## config.mk

```make
export PLATFORM = sky130hd
export DESIGN_NAME = sim_end_sequencer
export DESIGN_NICKNAME = d
export VERILOG_FILES = /design/src/rtl/sim_end_sequencer.sv
export SDC_FILE = /design/constraint.sdc
export NUM_CORES = 1
export LEC_CHECK = 0
export ABC_AREA = 1
export ABC_CLOCK_PERIOD_IN_PS = 9930
export CORE_UTILIZATION = 30
export CTS_CLUSTER_SIZE = 10
export DETAILED_ROUTE_END_ITERATION = 10
export SYNTH_ARGS = -nofsm -noshare
export SYNTH_HDL_FRONTEND = slang
export SYNTH_SLANG_ARGS = --single-unit
```

## constraint.sdc

```tcl
create_clock -name clock -period 9.93 [get_ports clock]
set_clock_uncertainty 0.1 [all_clocks]
set_input_delay 1.986 -clock clock [delete_from_list [all_inputs] [get_ports clock]]
set_output_delay 1.986 -clock clock [all_outputs]
set_load 0.02 [all_outputs]
```

## src/rtl/sim_end_sequencer.sv

```systemverilog
// Run-control sequencer for the simulation harness: holds the DUT in reset, counts trace
// cycles, latches a single end-of-test verdict, gates wave dumping and requests finish.
module sim_end_sequencer #(
   parameter  int NUM_SRC      = 4,
   parameter  int CODE_W       = 8,
   parameter  int CNT_W        = 64,
   parameter  int DRAIN_CYCLES = 16,
   localparam int SRC_W        = (NUM_SRC > 1) ? $clog2(NUM_SRC) : 1
) (
   input  logic                      clock,
   input  logic                      reset,
   input  logic                      start,
   input  logic [15:0]               cfg_reset_hold,
   input  logic [CNT_W-1:0]          cfg_max_cycles,
   input  logic [CNT_W-1:0]          cfg_dump_start,
   input  logic [CNT_W-1:0]          cfg_dump_len,
   input  logic [NUM_SRC-1:0]        src_done,
   input  logic [NUM_SRC-1:0]        src_fail,
   input  logic [NUM_SRC*CODE_W-1:0] src_code,
   output logic                      dut_reset,
   output logic                      dump_en,
   output logic [CNT_W-1:0]          trace_count,
   output logic                      verdict_valid,
   output logic [1:0]                verdict,
   output logic [SRC_W-1:0]          exit_src,
   output logic [CODE_W-1:0]         exit_code,
   output logic                      finish_req
);

   typedef enum logic [2:0] {S_IDLE, S_HOLD, S_RUN, S_DRAIN, S_DONE} state_t;

   localparam logic [1:0]  V_NONE = 2'd0, V_PASS = 2'd1, V_FAIL = 2'd2, V_TMO = 2'd3;
   localparam logic [31:0] DRAIN_LOAD = (DRAIN_CYCLES > 0) ? 32'(DRAIN_CYCLES - 1) : 32'd0;

   state_t              state_q, state_d;
   logic [CNT_W-1:0]    trace_q, trace_d, trace_inc;
   logic [31:0]         phase_q, phase_d;
   logic [CNT_W-1:0]    max_q, max_d, dstart_q, dstart_d, dlen_q, dlen_d;
   logic                vvalid_q, vvalid_d;
   logic [1:0]          verdict_q, verdict_d;
   logic [SRC_W-1:0]    src_q, src_d;
   logic [CODE_W-1:0]   code_q, code_d;
   logic                dut_reset_q, dut_reset_d;
   logic                dump_q, dump_d;
   logic                finish_q, finish_d;

   logic                any_fail, any_done, timeout;
   logic [SRC_W-1:0]    fail_idx, done_idx;
   logic [CODE_W-1:0]   fail_code, done_code;

   // Lowest-index source wins; scanning downward leaves the lowest match last.
   always_comb begin
      fail_idx  = '0;
      fail_code = '0;
      done_idx  = '0;
      done_code = '0;
      for (int i = NUM_SRC - 1; i >= 0; i--) begin
         if (src_fail[i]) begin
            fail_idx  = SRC_W'(i);
            fail_code = src_code[i*CODE_W +: CODE_W];
         end
         if (src_done[i]) begin
            done_idx  = SRC_W'(i);
            done_code = src_code[i*CODE_W +: CODE_W];
         end
      end
   end

   assign any_fail  = |src_fail;
   assign any_done  = |src_done;
   assign timeout   = (max_q != '0) && (trace_q >= max_q);
   assign trace_inc = (&trace_q) ? trace_q : trace_q + 1'b1;

   always_ff @(posedge clock) begin
      if (!reset) begin
         state_q     <= S_IDLE;
         trace_q     <= '0;
         phase_q     <= '0;
         max_q       <= '0;
         dstart_q    <= '0;
         dlen_q      <= '0;
         vvalid_q    <= 1'b0;
         verdict_q   <= V_NONE;
         src_q       <= '0;
         code_q      <= '0;
         dut_reset_q <= 1'b1;
         dump_q      <= 1'b0;
         finish_q    <= 1'b0;
      end else begin
         state_q     <= state_d;
         trace_q     <= trace_d;
         phase_q     <= phase_d;
         max_q       <= max_d;
         dstart_q    <= dstart_d;
         dlen_q      <= dlen_d;
         vvalid_q    <= vvalid_d;
         verdict_q   <= verdict_d;
         src_q       <= src_d;
         code_q      <= code_d;
         dut_reset_q <= dut_reset_d;
         dump_q      <= dump_d;
         finish_q    <= finish_d;
      end
   end

   always_comb begin
      state_d   = state_q;
      trace_d   = trace_q;
      phase_d   = phase_q;
      max_d     = max_q;
      dstart_d  = dstart_q;
      dlen_d    = dlen_q;
      vvalid_d  = vvalid_q;
      verdict_d = verdict_q;
      src_d     = src_q;
      code_d    = code_q;
      case (state_q)
         S_IDLE, S_DONE: begin
            if (start) begin
               state_d   = S_HOLD;
               trace_d   = '0;
               // phase counts remaining HOLD cycles minus one; hold of 0 behaves as 1
               phase_d   = (cfg_reset_hold == 16'd0) ? 32'd0 : {16'd0, cfg_reset_hold - 16'd1};
               max_d     = cfg_max_cycles;
               dstart_d  = cfg_dump_start;
               dlen_d    = cfg_dump_len;
               vvalid_d  = 1'b0;
               verdict_d = V_NONE;
               src_d     = '0;
               code_d    = '0;
            end
         end
         S_HOLD: begin
            trace_d = trace_inc;
            if (phase_q == 32'd0) state_d = S_RUN;
            else                  phase_d = phase_q - 32'd1;
         end
         S_RUN: begin
            trace_d = trace_inc;
            if (any_fail || timeout || any_done) begin
               vvalid_d = 1'b1;
               if (any_fail) begin
                  verdict_d = V_FAIL;
                  src_d     = fail_idx;
                  code_d    = fail_code;
               end else if (timeout) begin
                  verdict_d = V_TMO;
                  src_d     = '0;
                  code_d    = '0;
               end else begin
                  verdict_d = V_PASS;
                  src_d     = done_idx;
                  code_d    = done_code;
               end
               if (DRAIN_CYCLES == 0) begin
                  state_d = S_DONE;
               end else begin
                  state_d = S_DRAIN;
                  phase_d = DRAIN_LOAD;
               end
            end
         end
         S_DRAIN: begin
            trace_d = trace_inc;
            if (phase_q == 32'd0) state_d = S_DONE;
            else                  phase_d = phase_q - 32'd1;
         end
         default: state_d = S_IDLE;
      endcase
   end

   // Output flops are fed from next-state values so they line up with trace_count.
   always_comb begin
      dut_reset_d = !(state_d == S_RUN || state_d == S_DRAIN);
      finish_d    = (state_d == S_DONE);
      dump_d      = (state_d == S_HOLD || state_d == S_RUN || state_d == S_DRAIN) &&
                    (trace_d >= dstart_d) &&
                    ((dlen_d == '0) || ((trace_d - dstart_d) < dlen_d));
   end

   assign dut_reset     = dut_reset_q;
   assign dump_en       = dump_q;
   assign trace_count   = trace_q;
   assign verdict_valid = vvalid_q;
   assign verdict       = verdict_q;
   assign exit_src      = src_q;
   assign exit_code     = code_q;
   assign finish_req    = finish_q;

endmodule

```

==> results.toml <==
[outcome]
status = "finished, final reports clean"

[timing]
hold_violations = 0
timing.slew.headroom_pct = 36.1
worst_pin_slew_ns = 0.958
min_period_ns = 7.31
min_period_over_period_pct = 73.6
rsz0062_at_grt = "no"
fmax_mhz = 137
drv_slew = 0
finalSetupTns_ns = 0
setup_viol = 0

[global_route]
grt_start_max_net_pins = 110
grt_util_met3_pct = 4.38
busiest_layer = "met2"
track_usage_pct = 22.8
grtUsageMet1_pct = 31.5
overflow = 0
grt_pass1_vias = 22146
use_met2_pct = 35.9
antenna_found_initial = 0
grt_pass1_wl_um = 135000

[cts]
clk_pin_slew_ns = 0.06
cts-htree-levels = 2
cts_root_buf = "clkbuf_16"
insertion_delay_ns = 0.57
post_cts_resized = 0
cts_max_path_buffers = 3
cts_made_buffers = 39
numClockSinks = 307
ctsHoldBuffers = 0
post_cts_buffers = 0
cts_tree = "built"

[finish]
fin_cells = 4684
antenna_cells = 0
layout_common_cells = "nand2_1 (706), nor2_1 (475), inv_1 (358)"
fillers = 8121
syn_to_final_growth_pct = 22.7
final_common_cell = "nand2_1"
drive_gt1_share_pct = 3.31
postLayoutCoreUtil_pct = 37.5
finalNetCount = 4147

[setup_path]
slowest_delay_ns = 0.77
worstSetupEndpointType = "flip-flop"
required_ns = 10.29
worstPathArrival_ns = 7.67
crit_top_cell = "nand2_1"
crit_chain = "clkdlybuf4s50_1 > nand2_8 > buf_4 > mux2i_1 > ha_1 > a21oi_1 > o21ai_0 > a21oi_1 > inv_1 > a21oi_1 > a21boi_0 > nand2_1 > nand2_1 > nand3_1 > xor2_1 > ha_1 > nand2_1 > nor3_1 > nand2_1 > nor4_1 > nand2_1 > a21oi_1 > nor2_1"
cp_slowest_cell = "buf_4"
cp-start-kind = "input pin"
timing.critical_path.buf_inv = 3
rrSetupSlack_ns = 3.21
crit_family = "simple AND/OR/NAND/NOR gates"
crit_fanout = 74
critPathKind = "in -> reg"

[logic_synthesis]
synth_seq_cells = 307
synthFlopType = "dfxtp_1"
synth_cell_type_count = 62
syn_area_per_cell_um2 = 6.69
ys_warn_count = 0
ys_async_sr_fraction_pct = 0
synth.cell_area_um2 = 22900
synth.yosys.seq_area_share_pct = 26.8
syn_nets = 3869
synth_edf_count = 0
synth_cells = 3423

[detailed_routing]
drtIter0Drc = 1821
antenna_left = 0
first_pass_iters = 5
drt_wl_total_um = 91000
wl_per_cell_um = 19.4
via_count = 23876
viasPerCell = 5.10
drcViolationCount = 0

[run]
cap_viol_max_count = 0

[place]
place.gp.congestion = 0.997
dp.final_hpwl_um = 73600
numPortBuffers = 330
dp.cells = 4629

[hold_path]
worstHoldPathType = "reg -> reg"

[floorplan]
die-area_um2 = 77500
core_um2 = 75100
ioPinCount = 331
row_count = 100
die_y_um = 278
die_w_um = 278
initial_core_util_pct = 30.5

[power_and_ir_drop]
p_per_area_nw_per_um2 = 129
ir_drop_mv = 0.119
power_leakage_nw = 12.8
[path summary, 6_finish.rpt]
check | startpoint | end | cells after the start
min | max_q[20]$_SDFFE_PN0P_ | max_q[20]$_SDFFE_PN0P_ | 2
max reg2reg | trace_count[0]$_SDFF_PN0_ | dump_en$_SDFF_PN0_ | 39
min reg2reg | max_q[20]$_SDFFE_PN0P_ | max_q[20]$_SDFFE_PN0P_ | 2
max | start | dump_en$_SDFF_PN0_ | 23
[flip-flops by register name (all words and copies together), names as in the netlist]
signal,cells
dlen_q,64
dstart_q,64
max_q,64
trace_count,64
phase_q,32
exit_code,8
state_q,3
exit_src,2
verdict,2
dump_en,1
dut_reset,1
finish_req,1
verdict_valid,1
[metrics by stage]
step	hold WS, ns	area, um^2	total power [mW]	worst slack (ns)
detailed placement	0.371	27000	2.33	2.16
global route	0.393	28100	3.83	2.27
floorplan	0.347	22900	2.00	3.99
global placement	0.366	27000	2.32	2.13
CTS	0.378	28100	3.65	2.75
finish	0.374	28100	3.63	2.62
[routing by layer]
metal  share of wire, %  routed length (um)
met4                2.8                2580
met5                  0                   0
met1                 46               42100
met3                7.0                6340
met2                 44               40100
[cells in the mapped netlist, types with 3 or more instances]
master,number,area share (%)
a21o_1,6,0.20
a21oi_1,337,7.4
a31oi_1,24,0.66
buf_1,8,0.13
buf_2,18,0.39
buf_4,3,0.098
buf_6,15,0.74
clkbuf_1,62,1.0
clkinv_1,6,0.098
dfxtp_1,307,27
ha_1,194,11
inv_1,358,5.9
inv_2,10,0.16
mux2i_1,90,3.9
mux2i_2,3,0.18
nand2_1,706,12
nand3_1,157,3.4
nand3b_1,11,0.36
nand4_1,69,1.9
nor2_1,476,7.8
nor2_2,7,0.19
nor3_1,41,0.90
nor3_2,5,0.22
nor4_1,37,1.0
nor4b_1,3,0.11
o211ai_1,26,0.85
o21a_1,9,0.29
o21ai_0,187,4.1
o21ai_1,22,0.48
o21bai_1,3,0.098
o221ai_1,16,0.61
o31ai_1,4,0.13
or2_1,10,0.27
or2_2,10,0.27
xnor2_1,29,1.1
xor2_1,115,4.4
[worst register-to-register path: cells and delay by family (launching register included)]
| family | cells | cell delay (ns) |
|---|---|---|
| AND/OR/NAND/NOR | 25 | 3.11 |
| adder cells (fa/ha/maj) | 4 | 1.26 |
| buffers and inverters | 6 | 0.95 |
| AO/OA/AOI/OAI | 4 | 0.63 |
| flip-flops | 1 | 0.57 |
[where the power goes]
part / internal (mW) / switching, mW
clock: 0.741 / 0.580
combinational: 0.362 / 0.609
sequential: 1.30 / 0.0307
total: 2.41 / 1.22
[final cells by class]
class / count / area (um^2) / area share, %
Multi-Input combinational cell: 2634 / 14800 / 52.8
Timing Repair Buffer: 344 / 3400 / 12.1
Inverter: 375 / 1420 / 5.03
Clock inverter: 8 / 61.3 / 0.218
Clock buffer: 47 / 1050 / 3.72
Tap cell: 969 / 1210 / 4.31
Sequential cell: 307 / 6150 / 21.9
[cells by family (layout without fill, tap and decap cells)]
kind of cell    Yosys count  after routing  synth area share, %
fa+ha+maj               195            195                 10.7
xor+xnor                144            144                 5.50
buf+inv                 482            774                 8.55
mux                      93             93                 4.11
compound gates          648            648                 15.4
simple gates           1554           1554                 29.0
flops                   307            307                 26.8
(Power assumes the default switching activity.)
